## src/rtl/bst_op_sched_if.sv

```systemverilog
// Command/response bundle for the BST key-store sequencer.
// master issues commands and observes responses; slave is the controller.
interface bst_op_sched_if #(
  parameter int KEY_W = 4,
  parameter int IDX_W = 3
);
  logic             cmd_valid;
  logic             cmd_ready;
  logic [1:0]       cmd_op;
  logic [KEY_W-1:0] cmd_key;
  logic             rsp_valid;
  logic             rsp_found;
  logic             rsp_err;
  logic [IDX_W-1:0] rsp_idx;
  logic [IDX_W-1:0] rsp_depth;
  logic [IDX_W-1:0] count;
  logic             empty;
  logic             full;
  logic [7:0]       led;

  modport master (
    output cmd_valid, cmd_op, cmd_key,
    input  cmd_ready, rsp_valid, rsp_found, rsp_err, rsp_idx, rsp_depth,
           count, empty, full, led
  );

  modport slave (
    input  cmd_valid, cmd_op, cmd_key,
    output cmd_ready, rsp_valid, rsp_found, rsp_err, rsp_idx, rsp_depth,
           count, empty, full, led
  );
endinterface

```

## src/rtl/bst_op_sched.sv

```systemverilog
// Serialized FIND/INSERT/CLEAR sequencer for the BST node table, one node compared per clock.
// Walks answer d+2 edges after accept, CLEAR N_NODES+1; cmd_ready stays low for the whole command.
module bst_op_sched #(
  parameter int KEY_W   = 4,
  parameter int N_NODES = 7,
  parameter int IDX_W   = 3
) (
  input logic           clk,
  input logic           rst,
  bst_op_sched_if.slave io
);
  localparam logic [IDX_W-1:0] NIL       = IDX_W'(N_NODES);
  localparam logic [IDX_W-1:0] LAST      = IDX_W'(N_NODES - 1);
  localparam logic [1:0]       OP_INSERT = 2'b01;
  localparam logic [1:0]       OP_CLEAR  = 2'b10;

  typedef enum logic [2:0] {IDLE, WALK, LINK, CLR, RESP} state_t;
  state_t state, next;

  logic [KEY_W-1:0] keys [N_NODES];
  logic [IDX_W-1:0] lft  [N_NODES];
  logic [IDX_W-1:0] rgt  [N_NODES];

  logic [1:0]       op_q;
  logic [KEY_W-1:0] key_q;
  logic [IDX_W-1:0] cur, depth, parent, ptr, count_q;
  logic             left_q, has_parent;
  logic             p_found, p_err;
  logic [IDX_W-1:0] p_idx, p_depth;
  logic             rsp_valid_q, rsp_found_q, rsp_err_q;
  logic [IDX_W-1:0] rsp_idx_q, rsp_depth_q;
  logic [7:0]       led_q;

  logic             ready, accept, is_ins, empty_w, full_w;
  logic             hit, go_left, child_null, guard, can_link;
  logic [IDX_W-1:0] child, depth_inc;

  assign empty_w    = (count_q == '0);
  assign full_w     = (count_q == NIL);
  assign is_ins     = (op_q == OP_INSERT);
  assign hit        = (key_q == keys[cur]);
  assign go_left    = (key_q < keys[cur]);
  assign child      = go_left ? lft[cur] : rgt[cur];
  assign child_null = (child == NIL);
  assign depth_inc  = depth + 1'b1;
  // A legal 7-node tree never needs depth N_NODES; reaching it means corrupted links.
  assign guard      = (depth_inc == NIL);
  assign can_link   = is_ins && !full_w;

  always_ff @(posedge clk or posedge rst) begin
    if (rst) state <= IDLE;
    else     state <= next;
  end

  always_comb begin
    next   = state;
    ready  = 1'b0;
    accept = 1'b0;
    case (state)
      IDLE: begin
        ready  = 1'b1;
        accept = io.cmd_valid;
        if (io.cmd_valid) begin
          if (io.cmd_op == OP_CLEAR)  next = CLR;
          else if (empty_w)           next = (io.cmd_op == OP_INSERT) ? LINK : RESP;
          else                        next = WALK;
        end
      end
      WALK: begin
        if (hit)             next = RESP;
        else if (child_null) next = can_link ? LINK : RESP;
        else if (guard)      next = RESP;
      end
      LINK:    next = RESP;
      CLR:     if (ptr == LAST) next = RESP;
      RESP:    next = IDLE;
      default: next = IDLE;
    endcase
  end

  always_ff @(posedge clk or posedge rst) begin
    if (rst) begin
      for (int i = 0; i < N_NODES; i++) begin
        keys[i] <= '0;
        lft[i]  <= NIL;
        rgt[i]  <= NIL;
      end
      op_q        <= '0;
      key_q       <= '0;
      cur         <= '0;
      depth       <= '0;
      parent      <= '0;
      ptr         <= '0;
      count_q     <= '0;
      left_q      <= 1'b0;
      has_parent  <= 1'b0;
      p_found     <= 1'b0;
      p_err       <= 1'b0;
      p_idx       <= NIL;
      p_depth     <= '0;
      rsp_valid_q <= 1'b0;
      rsp_found_q <= 1'b0;
      rsp_err_q   <= 1'b0;
      rsp_idx_q   <= NIL;
      rsp_depth_q <= '0;
      led_q       <= '0;
    end else begin
      rsp_valid_q <= 1'b0;
      case (state)
        IDLE: if (accept) begin
          op_q       <= io.cmd_op;
          key_q      <= io.cmd_key;
          cur        <= '0;
          depth      <= '0;
          has_parent <= 1'b0;
          p_found    <= 1'b0;
          p_err      <= 1'b0;
          p_idx      <= NIL;
          p_depth    <= '0;
          if (io.cmd_op == OP_CLEAR) begin
            ptr     <= '0;
            count_q <= '0;
          end
        end
        WALK: begin
          if (hit) begin
            p_found <= 1'b1;
            p_idx   <= cur;
            p_depth <= depth;
          end else if (child_null) begin
            if (can_link) begin
              parent     <= cur;
              left_q     <= go_left;
              has_parent <= 1'b1;
              depth      <= depth_inc;
            end else if (is_ins) begin
              p_err <= 1'b1;
            end
          end else if (guard) begin
            p_err <= 1'b1;
          end else begin
            cur   <= child;
            depth <= depth_inc;
          end
        end
        LINK: begin
          keys[count_q] <= key_q;
          lft[count_q]  <= NIL;
          rgt[count_q]  <= NIL;
          if (has_parent) begin
            if (left_q) lft[parent] <= count_q;
            else        rgt[parent] <= count_q;
          end
          p_idx   <= count_q;
          p_depth <= depth;
          count_q <= count_q + 1'b1;
        end
        CLR: begin
          keys[ptr] <= '0;
          lft[ptr]  <= NIL;
          rgt[ptr]  <= NIL;
          ptr       <= ptr + 1'b1;
        end
        RESP: begin
          rsp_valid_q <= 1'b1;
          rsp_found_q <= p_found;
          rsp_err_q   <= p_err;
          rsp_idx_q   <= p_idx;
          rsp_depth_q <= p_depth;
          led_q       <= {p_found, count_q, key_q};
        end
        default: ;
      endcase
    end
  end

  assign io.cmd_ready = ready;
  assign io.rsp_valid = rsp_valid_q;
  assign io.rsp_found = rsp_found_q;
  assign io.rsp_err   = rsp_err_q;
  assign io.rsp_idx   = rsp_idx_q;
  assign io.rsp_depth = rsp_depth_q;
  assign io.count     = count_q;
  assign io.empty     = empty_w;
  assign io.full      = full_w;
  assign io.led       = led_q;
endmodule

```

## src/flat_wrapper.sv

```systemverilog
// flat-port wrapper written by rule: the top's interface ports become plain ports
module bst_op_sched_flat 
#(
  parameter int KEY_W   = 4,
  parameter int N_NODES = 7,
  parameter int IDX_W   = 3
)
  (clk, rst, io_cmd_valid, io_cmd_op, io_cmd_key, io_cmd_ready, io_rsp_valid, io_rsp_found, io_rsp_err, io_rsp_idx, io_rsp_depth, io_count, io_empty, io_full, io_led);
  bst_op_sched_if #(.KEY_W(KEY_W), .IDX_W(IDX_W)) io_i ();
  input logic clk;
  input logic rst;
  input wire logic [$bits(io_i.cmd_valid)-1:0] io_cmd_valid;
  input wire logic [$bits(io_i.cmd_op)-1:0] io_cmd_op;
  input wire logic [$bits(io_i.cmd_key)-1:0] io_cmd_key;
  output wire logic [$bits(io_i.cmd_ready)-1:0] io_cmd_ready;
  output wire logic [$bits(io_i.rsp_valid)-1:0] io_rsp_valid;
  output wire logic [$bits(io_i.rsp_found)-1:0] io_rsp_found;
  output wire logic [$bits(io_i.rsp_err)-1:0] io_rsp_err;
  output wire logic [$bits(io_i.rsp_idx)-1:0] io_rsp_idx;
  output wire logic [$bits(io_i.rsp_depth)-1:0] io_rsp_depth;
  output wire logic [$bits(io_i.count)-1:0] io_count;
  output wire logic [$bits(io_i.empty)-1:0] io_empty;
  output wire logic [$bits(io_i.full)-1:0] io_full;
  output wire logic [$bits(io_i.led)-1:0] io_led;
  assign io_i.cmd_valid = io_cmd_valid;
  assign io_i.cmd_op = io_cmd_op;
  assign io_i.cmd_key = io_cmd_key;
  assign io_cmd_ready = io_i.cmd_ready;
  assign io_rsp_valid = io_i.rsp_valid;
  assign io_rsp_found = io_i.rsp_found;
  assign io_rsp_err = io_i.rsp_err;
  assign io_rsp_idx = io_i.rsp_idx;
  assign io_rsp_depth = io_i.rsp_depth;
  assign io_count = io_i.count;
  assign io_empty = io_i.empty;
  assign io_full = io_i.full;
  assign io_led = io_i.led;
  bst_op_sched #(.KEY_W(KEY_W), .N_NODES(N_NODES), .IDX_W(IDX_W)) u_core (.clk(clk), .rst(rst), .io(io_i));
endmodule
```

## config.mk

```make
export PLATFORM = sky130hd
export DESIGN_NAME = bst_op_sched_flat
export DESIGN_NICKNAME = d
export VERILOG_FILES = /design/src/rtl/bst_op_sched_if.sv /design/src/rtl/bst_op_sched.sv /design/src/flat_wrapper.sv
export SDC_FILE = /design/constraint.sdc
export NUM_CORES = 1
export LEC_CHECK = 0
export CORE_ASPECT_RATIO = 1.75
export CORE_MARGIN = 1
export CORE_UTILIZATION = 55
export DETAILED_ROUTE_END_ITERATION = 8
export PLACE_DENSITY = 0.79
export SLEW_MARGIN = 20
export SYNTH_ARGS = -nofsm -noshare
export SYNTH_HDL_FRONTEND = slang
export SYNTH_SLANG_ARGS = --single-unit
```

## constraint.sdc

```tcl
create_clock -name clk -period 4.6 [get_ports clk]
set_input_delay 0.92 -clock clk [delete_from_list [all_inputs] [get_ports clk]]
set_output_delay 0.92 -clock clk [all_outputs]
set_load 0.05 [all_outputs]
```

==> key figures, run 1 <==
Outcome
  • Status: finished, final reports clean

Route
  • Via density: 6.39
  • Detailed Route Iter0 Violations: 518
  • Drc violations: 0
  • Via Count: 4,987
  • DRT Wirelength: 16.4 mm
  • DRT Pass-1 Iters: 5
  • Detail Route Antenna Nets: 0
  • Routed wire per std cell: 21.0 um

Clock network
  • CTS tree: yes
  • Max clock buf depth: 2
  • Clock transition at path regs: 50 ps
  • # clock sinks: 120
  • Total CTS buffers: 17
  • CTS root buffer: clkbuf_16
  • Setup bufs post-CTS: 0
  • Clock H-tree levels: 4
  • Post-cts hold buffer count: 0
  • Post-CTS Resized: 0
  • Worst-Skew Late Latency: 420 ps

Worst setup path
  • Slowest stage delay, CP: 630 ps
  • Worst Path Buf+Inv: 0
  • CP max stage cell: mux4_2
  • Most common cell on crit path: nand2_1
  • Critical path class: reg -> reg
  • Worst-path fanout max: 11
  • WP data required: a little under 5000 ps
  • CP Launch Type: flip-flop
  • Endpoint type of the worst setup path: flip-flop
  • Arrival time at the worst endpoint: 4070 ps
  • Critical path's top delay family: simple AND/OR/NAND/NOR gates
  • Critical path, cell by cell: nor2b_1, nand2_1, o211ai_1, o21ai_0, ha_1, nand2_1, o21ai_2, mux4_2, nand3_4, mux2_1, a22o_1

Synth
  • Cells after synthesis: 610
  • Syn. warnings: 0
  • Most numerous cell in the Yosys netlist: nor2_1
  • Most instantiated cells after synthesis: 79 x nor2_1, 75 x nand2_1, 72 x dfrtp_1
  • Synth cell types: 53
  • Number of synthesized register bits: 120
  • Syn nets: 630
  • Seq/Total Area, Yosys: 50.1%
  • Area contributors post-synth: dfrtp_1 29%, dfstp_2 21%, a21oi_1 5.1%, nor2_1 4.8%, mux4_2 4.8%
  • Area leader, netlist: dfrtp_1
  • Post-synth top area share: 29.5%
  • Synth Area per Inst: approximately 10 sq um
  • Synthesized area: about 6100 sq um
  • Async set-reset flop share out of synthesis: 100%
  • Post-synth EDFFs: 0
  • Top_reg_cell synth: dfrtp_1

Global routing
  • Initial antenna violation count: 0
  • Vias in the first global route: 5,268
  • GRT Overall Usage: 31.1%
  • Gr ovfl total: 0
  • Largest net degree at the start of global routing: 50
  • First-pass GRT wire length: 26.3 mm

Die
  • Initial Utilization: a little under three fifths
  • Die Wd: 81.7 um
  • Standard-cell rows: 50
  • # IOs: 32
  • Die area: 11,600 sq um
  • Core Area: 10,800 sq um
  • Die H: 141 um

Power and ir drop
  • Power Total: 0.00568 W
  • Power Density: 803 nW/um^2
  • LEAKAGE: 2.87 nW
  • Worst VDD drop: ~0.63 mV

Timing
  • Final hold viol count: 0
  • Unrepaired setup endpoints after global routing: false
  • Final setup fails: 0
  • Fin. max-slew vios: 0
  • Period minus WS final: between 3000 and 4000 ps
  • TNS Setup: 0 ps
  • Slew HR: 32.5%
  • Maximum clock rate: 0.266 GHz
  • Clock skew: 6.03 ps
  • Worst-Margin Slew: 1010 ps
  • Final period utilization: between 80 and 90%

Cells and area
  • FILL cells: 827
  • Core Util, Final: 65.7%
  • Syn-to-layout area delta: 15.7%
  • Antenna diodes: 0
  • Finished Layout Cells: 781
  • Nets: 658
  • Layout cells sized above 1: a little over a fifth
  • Final instance area: 7070 sq um

Placed design
  • Final estimated routing congestion in global placement: 0.959
  • Placed cell area: 6510 sq um
  • Dpl hpwl: 11.9 mm
  • I/O Buffers: 31
  • Dpl cells: 749

Flow run
  • Max-Cap Viols: 0

Hold path
  • Worst Hold Class: reg -> reg
-- worst paths after layout --
check,from,endpoint,slack [ps],cells past startpoint
max in group asynchronous,rst,u_core.lft[18],2730,3
setup reg to reg,u_core.cur[0],u_core.p_err,830,11
min in group asynchronous,rst,u_core.io.rsp_err,940,2
hold / removal,u_core.lft[12],u_core.lft[12],480,2
hold reg to reg,u_core.lft[12],u_core.lft[12],480,2
setup / recovery,u_core.cur[0],u_core.p_err,830,11
-- flip-flops by register name, summed over array words and instances (netlist names), 2 cells and up --
signal               flops
u_core.io.count          3
u_core.p_idx             3
u_core.p_depth           3
u_core.key_q             4
u_core.keys             28
u_core.io.led            8
u_core.cur               3
u_core.rgt              21
u_core.state             3
u_core.io.rsp_depth      3
u_core.parent            3
u_core.lft              21
u_core.op_q              2
u_core.ptr               3
u_core.io.rsp_idx        3
u_core.depth             3
-- worst min-delay path: stages, from the launching register on --
cell	delay [ps]
dfstp_2	370
inv_1	50
a21oi_1	50
-- per-stage QoR --
step / hold slack (ps) / setup WS (ps)
floorplan: 447 / 574
global placement: 461 / 1030
detailed placement: 472 / 869
CTS: 479 / 846
global route: 497 / 613
finish: 480 / 834
-- per-layer routing --
layer  wire length, um  track usage (%)  vias to the layer above
li1                  -                -                     2214
met1              5760             31.0                     2450
met2              8630             54.0                      237
met3               851             7.65                       86
met4              1150             22.8                        0
met5                 0                0                        -
-- cell families after synthesis --
family / after synthesis / share of synthesized area [%]
simple gates: 223 / 16.4
compound gates: 149 / 15.1
flops: 120 / 50.1
mux: 55 / 12.5
buf+inv: 51 / 3.56
fa+ha+maj: 11 / 2.25
xor+xnor: 1 / 0.143
-- area by class of cell --
type	instances	area (sq um)	share of cell area, %
inverters	21	81.3	1.15
well taps	130	163	2.30
multi-input cells	439	2840	40.1
flip-flops and latches	120	3060	43.3
clock inverters	7	42.5	0.601
repair buffers	39	370	5.24
clock buffers	25	518	7.32
-- power breakdown --
group | switching (W) | internal (W)
registers | 0.000424 | 0.00159
logic | 0.00146 | 0.000961
clock network | 0.000463 | 0.000776
total | 0.00235 | 0.00333
-- cell usage in the layout, fill, tap and decap left out, types with 4 or more instances in the layout --
cell type / instances
o22ai_1: 8
mux2_4: 4
nor2_1: 79
mux4_2: 13
dfrtp_1: 72
a21oi_1: 62
a31oi_1: 6
nand3_1: 10
or3_1: 5
o32a_1: 4
o21ai_0: 32
nand2b_1: 8
a22o_1: 17
clkbuf_1: 4
inv_1: 18
or2_2: 4
nor2b_1: 7
clkdlybuf4s50_1: 31
dfstp_2: 48
mux2i_1: 14
nand2_1: 75
mux2_2: 22
nor3_1: 20
buf_4: 8
clkbuf_16: 19
ha_1: 11
clkinv_2: 4
Power figures use the tool's default switching activity.
==> inputs of run 2 (changes only) <==
- CORE_UTILIZATION: 55 -> 54
- PLACE_DENSITY: 0.79 -> 0.81
- clock period: 4.6 -> 3.2 ns (I/O delays scaled with it)
==> run 2 against run 1 <==
- the run now ends with setup timing left
- wire length is 8.0% higher
- clock power increased by 73%
- sequential cell count unchanged
- combinational power increased by 71%
- critical path type unchanged
- largest cell class unchanged
==> key figures, run 2 (synthesis gave the netlist of run 1 again) <==
Outcome
  • Status: finished, violations left
  • Failing checks: setup timing

Route
  • Routed wire per std cell: 22.0 um (+4.9%)
  • DRT Wirelength: 17.7 mm (+8.0%)
  • DRT Pass-1 Iters: 6 (+1)
  • Drc violations: 0 (unchanged)
  • Detail Route Antenna Nets: 0 (unchanged)
  • Via density: 6.48 (+1.4%)
  • Via Count: 5,207 (+4.4%)
  • Detailed Route Iter0 Violations: 559 (+7.9%)

Clock network
  • CTS tree: yes
  • Max clock buf depth: 2 (unchanged)
  • Clock transition at path regs: 60 ps (about the same)
  • CTS root buffer: clkbuf_16
  • Worst-Skew Late Latency: 420 ps (about the same)
  • # clock sinks: 120 (unchanged)
  • Total CTS buffers: 17 (unchanged)
  • Post-cts hold buffer count: 0 (unchanged)
  • Clock H-tree levels: 4 (unchanged)

Worst setup path
  • Arrival time at the worst endpoint: 3530 ps (-540 ps)
  • Critical path, cell by cell: mux4_2, mux2_4, ha_4, inv_2, a21oi_2, o21ai_4, mux4_2, nand3_4, mux2_4, o32ai_2
  • Critical path class: reg -> reg
  • Worst Path Buf+Inv: 1 (+1)
  • Critical path's top delay family: multiplexers
  • Slowest stage delay, CP: 590 ps (-40 ps)
  • CP max stage cell: mux4_2
  • Worst-path fanout max: 6 (-5)
  • WP data required: 3530 ps (-1370 ps)
  • Endpoint type of the worst setup path: flip-flop
  • CP Launch Type: flip-flop

Cells and area
  • Biggest regs: u_core.keys: 28 flops, u_core.lft: 21 flops, u_core.rgt: 21 flops
  • Core Util, Final: 66.9% (+1.1 points)
  • Largest Register: u_core.keys
  • Max reg flops: 28 (unchanged)
  • Nets: 679 (+3.2%)
  • Most frequent cells in the layout: 79 x nor2_1, 75 x nand2_1, 70 x dfrtp_1, 61 x a21oi_1, 48 x dfstp_2
  • FILL cells: 811 (-1.9%)
  • Syn-to-layout area delta: 21.4%
  • Antenna diodes: 0 (unchanged)
  • Most common cell after layout, fill and taps aside: nor2_1
  • Layout cells sized above 1: 25.7% (+4.9 points)
  • Multi-input logic area: 2890 sq um (+2.0%)
  • Sequential cell area: 3070 sq um (about the same)

Hold path
  • Worst Hold Class: reg -> reg

Global routing
  • Global route hottest layer: met2
  • Met3 Resource Use GR: 8.95% (+1.3 points)
  • Vias in the first global route: 5,479 (+4.0%)
  • Met1 Resource Use GR: 31.5% (+0.42 points)
  • GR Util met2: 53.2% (-0.84 points)
  • Largest net degree at the start of global routing: 121 (+140%)
  • GRT Overall Usage: 32.2% (+1.1 points)
  • Initial antenna violation count: 0 (unchanged)
  • Gr ovfl total: 0 (unchanged)
  • First-pass GRT wire length: 27.3 mm (+3.9%)

Timing
  • Final hold viol count: 0 (unchanged)
  • Maximum clock rate: 0.312 GHz (+18%)
  • PnR worst setup slack: -4.56 ps (-839 ps)
  • Period minus WS final: 3200 ps (-561 ps)
  • Hold_ws: 475 ps (-5.19 ps)
  • Clock skew: 7.69 ps (+1.66 ps)
  • Fin. max-slew vios: 0 (unchanged)
  • Slew HR: 34.5% (+1.9 points)
  • Worst-Margin Slew: 980 ps (-28.7 ps)
  • Final setup fails: 2 (+2)
  • Unrepaired setup endpoints after global routing: true
  • Final period utilization: 100% (+18 points)

Placed design
  • I/O Buffers: 31 (unchanged)
  • Final estimated routing congestion in global placement: 0.967 (+0.78%)
  • Dpl hpwl: 12.0 mm (+1.2%)

Die
  • Die area: 11,800 sq um (+1.8%)
  • Standard-cell rows: 51 (+2.0%)
  • Die Wd: 82.4 um (+0.90%)
  • Core Area: 11,100 sq um (+3.2%)
  • # IOs: 32 (unchanged)
  • Initial Utilization: 55.1% (-1.8 points)
  • Die H: 143 um (+0.91%)

Power and ir drop
  • LEAKAGE: 3.04 nW (+5.7%)
  • Power Density: 1220 nW/um^2 (+53%)
  • Worst VDD drop: 0.844 mV (+34%)

Flow run
  • Max-Cap Viols: 0 (unchanged)
-- run 2: final cells by class --
class,count,area share (%)
Clock buffer,18,5.91
Clock inverter,14,2.97
Inverter,21,1.11
Multi-Input combinational cell,439,39.0
Sequential cell,120,41.3
Tap cell,132,2.22
Timing Repair Buffer,60,7.55
-- run 2: tightest hold or removal path: cells and delay by family, from the launching register on --
kind | cells | cell delay [ps]
buf+inv | 1 | 40
compound gates | 1 | 50
flops | 1 | 370
-- run 2: metrics by stage --
stage / area [sq um] / setup TNS (ps) / worst slack [ps] / std cells / power [W]
finish: 7430 / -5.92 / -4.56 / 804 / 0.00910
floorplan: 6170 / 0 / 4.97 / 610 / 0.00538
detailed placement: 6690 / -163 / -71.2 / 768 / 0.00654
global placement: 6690 / 0 / 39.8 / 768 / 0.00639
CTS: 7370 / 0 / 20.5 / 802 / 0.00880
global route: 7430 / -560 / -110 / 804 / 0.00947
-- run 2: timing repair --
item,CTS,global route
pin swaps,2,6
hold endpoints to repair,0,0
endpoints found under the setup margin,9,12
buffers inserted,2,2
gates resized for setup,4,7
-- run 2: where the power goes --
part           internal [W]  switching [W]  leakage, nW  total [W]
clock               0.00141       0.000734        0.309    0.00214
combinational       0.00171        0.00243         1.27    0.00414
sequential          0.00230       0.000521         1.45    0.00282
-- run 2: path summary, 6_finish.rpt --
kind                          startpoint                to  slack [ps]  depth (start not counted)
hold / removal             u_core.lft[3]     u_core.lft[3]         470                          2
hold reg to reg            u_core.lft[3]     u_core.lft[3]         470                          2
setup reg to reg           u_core.cur[0]   u_core.depth[2]          -5                         10
max in group asynchronous            rst     u_core.cur[1]        1990                          3
min in group asynchronous            rst  u_core.io.led[7]         780                          3
setup / recovery           u_core.cur[0]   u_core.depth[2]          -5                         10
-- run 2: layer usage --
metal  part of all wire, %  vias up
met3                   7.4      141
met2                    51      328
li1                      -     2248
met5                     0        -
met4                   8.7        0
met1                    33     2490
==> inputs of run 3 (changes only) <==
- REMOVE_ABC_BUFFERS: unset -> 1
==> run 3 against run 2 <==
- the flow now finishes without violations
- global-route usage shrank 0.15 points
- design area grew 0.10%
- critical path depth grew 2
- wire length shrank 2.8%
- sequential share of layout area is essentially flat
- cell count grew 0.75%
==> key figures, run 3 (synthesis gave the netlist of run 1 again) <==
Outcome
  • Status: finished, final reports clean

Route
  • Drc violations: 0 (unchanged)
  • Detailed Route Iter0 Violations: 391 (-30%)
  • DRT Pass-1 Iters: 6 (unchanged)
  • Detail Route Antenna Nets: 0 (unchanged)
  • Via density: 6.32 (-2.3%)
  • DRT Wirelength: 17.2 mm (-2.8%)
  • Via Count: 5,123 (-1.6%)
  • Routed wire per std cell: 21.3 um (-3.5%)

Power and ir drop
  • Worst VDD drop: 0.836 mV (-0.95%)
  • Sequential share of power: 31.2% (+0.2 points)
  • LEAKAGE: 3.06 nW (+0.78%)
  • Combinational group share of total power: 46.9% (+1.4 points)
  • Power Density: 1200 nW/um^2 (-1.7%)
  • Clock share of power: 21.9% (-1.6 points)
  • Pint: 0.00535 W (-1.2%)
  • Net Sw Power: 0.00360 W (-2.2%)
  • Switching fraction of total power: 40.2% (-0.25 points)

Clock network
  • CTS tree: yes
  • Worst-Skew Late Latency: 420 ps (about the same)
  • Total CTS buffers: 17 (unchanged)
  • Post-cts hold buffer count: 0 (unchanged)
  • CTS root buffer: clkbuf_16
  • Clock H-tree levels: 4 (unchanged)
  • Clock transition at path regs: 60 ps (about the same)
  • # clock sinks: 120 (unchanged)
  • Max clock buf depth: 2 (unchanged)

Worst setup path
  • Critical path's top delay family: multiplexers
  • Critical path, cell by cell: mux4_2, mux2_4, ha_4, inv_2, a21oi_2, o21ai_2, buf_6, mux4_2, buf_6, a31oi_4, o31ai_4, a22o_1
  • Worst Path Buf+Inv: 3 (+2)
  • Worst-path fanout max: 5 (-1)
  • WP data required: 3500 ps (-30 ps)
  • Worst reg2reg path depth: 12 (+2)
  • R2r startpoint: u_core.cur[0]
  • Arrival time at the worst endpoint: 3440 ps (-90 ps)
  • Critical path class: reg -> reg
  • CP max stage cell: mux4_2
  • R2r endpoint: u_core.cur[0]
  • R2R setup slack: 60 ps (+70 ps)
  • CP Launch Type: flip-flop
  • Endpoint type of the worst setup path: flip-flop
  • Slowest stage delay, CP: 550 ps (-40 ps)

Cells and area
  • Most common cell after layout, fill and taps aside: nor2_1
  • Antenna diodes: 0 (unchanged)
  • Most frequent cells in the layout: 79 x nor2_1, 75 x nand2_1, 70 x dfrtp_1, 61 x a21oi_1, 48 x dfstp_2
  • Nets: 685 (+0.88%)
  • Biggest regs: u_core.keys: 28 flops, u_core.lft: 21 flops, u_core.rgt: 21 flops
  • Largest Register: u_core.keys
  • Syn-to-layout area delta: 21.5%
  • FILL cells: 846 (+4.3%)
  • Layout cells sized above 1: 25.7% (-0.080 points)
  • Core Util, Final: 66.9% (+0.068 points)
  • Max reg flops: 28 (unchanged)

Die
  • Initial Utilization: 55.1% (unchanged)
  • # IOs: 32 (unchanged)
  • Die area: 11,800 sq um (unchanged)
  • Standard-cell rows: 51 (unchanged)
  • Die H: 143 um (unchanged)
  • Die Wd: 82.4 um (unchanged)
  • Core Area: 11,100 sq um (unchanged)

Global routing
  • Gr ovfl total: 0 (unchanged)
  • Initial antenna violation count: 0 (unchanged)
  • Largest net degree at the start of global routing: 67 (-45%)
  • Vias in the first global route: 5,156 (-5.9%)
  • GRT Overall Usage: 32.1% (-0.15 points)
  • First-pass GRT wire length: 27.1 mm (-0.78%)

Timing
  • Final hold viol count: 0 (unchanged)
  • Maximum clock rate: 0.319 GHz (+2.1%)
  • Period minus WS final: 3140 ps (-66.4 ps)
  • TNS Setup: 0 ps (+5.92 ps)
  • Worst-Margin Slew: 826 ps (-153 ps)
  • Unrepaired setup endpoints after global routing: true
  • Slew HR: 44.7% (+10 points)
  • Final setup fails: 0 (-2)
  • Final period utilization: 98.1% (-2.1 points)
  • Fin. max-slew vios: 0 (unchanged)
  • Clock skew: 7.11 ps (-0.576 ps)

Placed design
  • Dpl hpwl: 12.2 mm (+1.4%)
  • I/O Buffers: 31 (unchanged)
  • Final estimated routing congestion in global placement: 0.981 (+1.5%)

Hold path
  • Worst Hold Class: in -> async

Flow run
  • Max-Cap Viols: 0 (unchanged)
-- run 3: worst max-delay path by stage --
stage	from	to	slack, ps	cells past startpoint
floorplan	rst	u_core.cur[0]	-550	1
detailed placement	u_core.cur[0]	u_core.parent[0]	-40	14
finish	u_core.cur[0]	u_core.cur[0]	60	12
CTS	u_core.cur[0]	u_core.cur[0]	20	12
global placement	u_core.cur[0]	u_core.parent[0]	20	12
global route	u_core.cur[0]	u_core.cur[0]	-50	12
-- run 3: repair_timing --
action                                  4_1_cts  5_1_grt
buffers inserted                              2        2
pin swaps                                     0        5
endpoints found under the setup margin       11       11
endpoints found under the hold margin         0        0
resized for setup                             2       19
-- run 3: per-stage QoR --
step	instances	instance area, sq um	setup WS, ps	power (W)	hold WS (ps)
after detailed placement	774	6710	-44.5	0.00667	465
after global routing	810	7430	-47.8	0.00940	490
after CTS	808	7340	19.9	0.00871	472
final	810	7430	61.9	0.00895	471
after floorplan	580	5980	-546	0.00520	447
after global placement	774	6710	22.0	0.00653	459
-- run 3: cell type report --
class / count / area [sq um] / share of cell area, %
well taps: 132 / 165 / 2.22
clock inverters: 12 / 150 / 2.02
inverters: 21 / 81.3 / 1.09
clock buffers: 20 / 457 / 6.14
multi-input cells: 439 / 2900 / 39.0
flip-flops and latches: 120 / 3070 / 41.2
repair buffers: 66 / 617 / 8.30
-- run 3: layer usage --
metal | global-route usage [%] | part of all wire [%]
met4 | 24.8 | 8.6
met1 | 32.8 | 34
met5 | 0 | 0
met3 | 8.24 | 6.0
met2 | 53.8 | 51
-- run 3: power by group through the flow --
stage	clock network, W	logic, W	registers, W
final	0.00196	0.00420	0.00279
after floorplan	0	0.00212	0.00308
after detailed placement	0	0.00389	0.00278
after global routing	0.00205	0.00448	0.00287
after global placement	0	0.00379	0.00274
after CTS	0.00198	0.00397	0.00276
-- run 3: worst register-to-register path, cell delays in order (launching register included) --
cell     delay (ps)
dfrtp_2         420
mux4_2          510
mux2_4          300
ha_4            160
inv_2            50
a21oi_2          50
o21ai_2         130
buf_6           140
mux4_2          550
buf_6           150
a31oi_4         220
o31ai_4         100
a22o_1          240
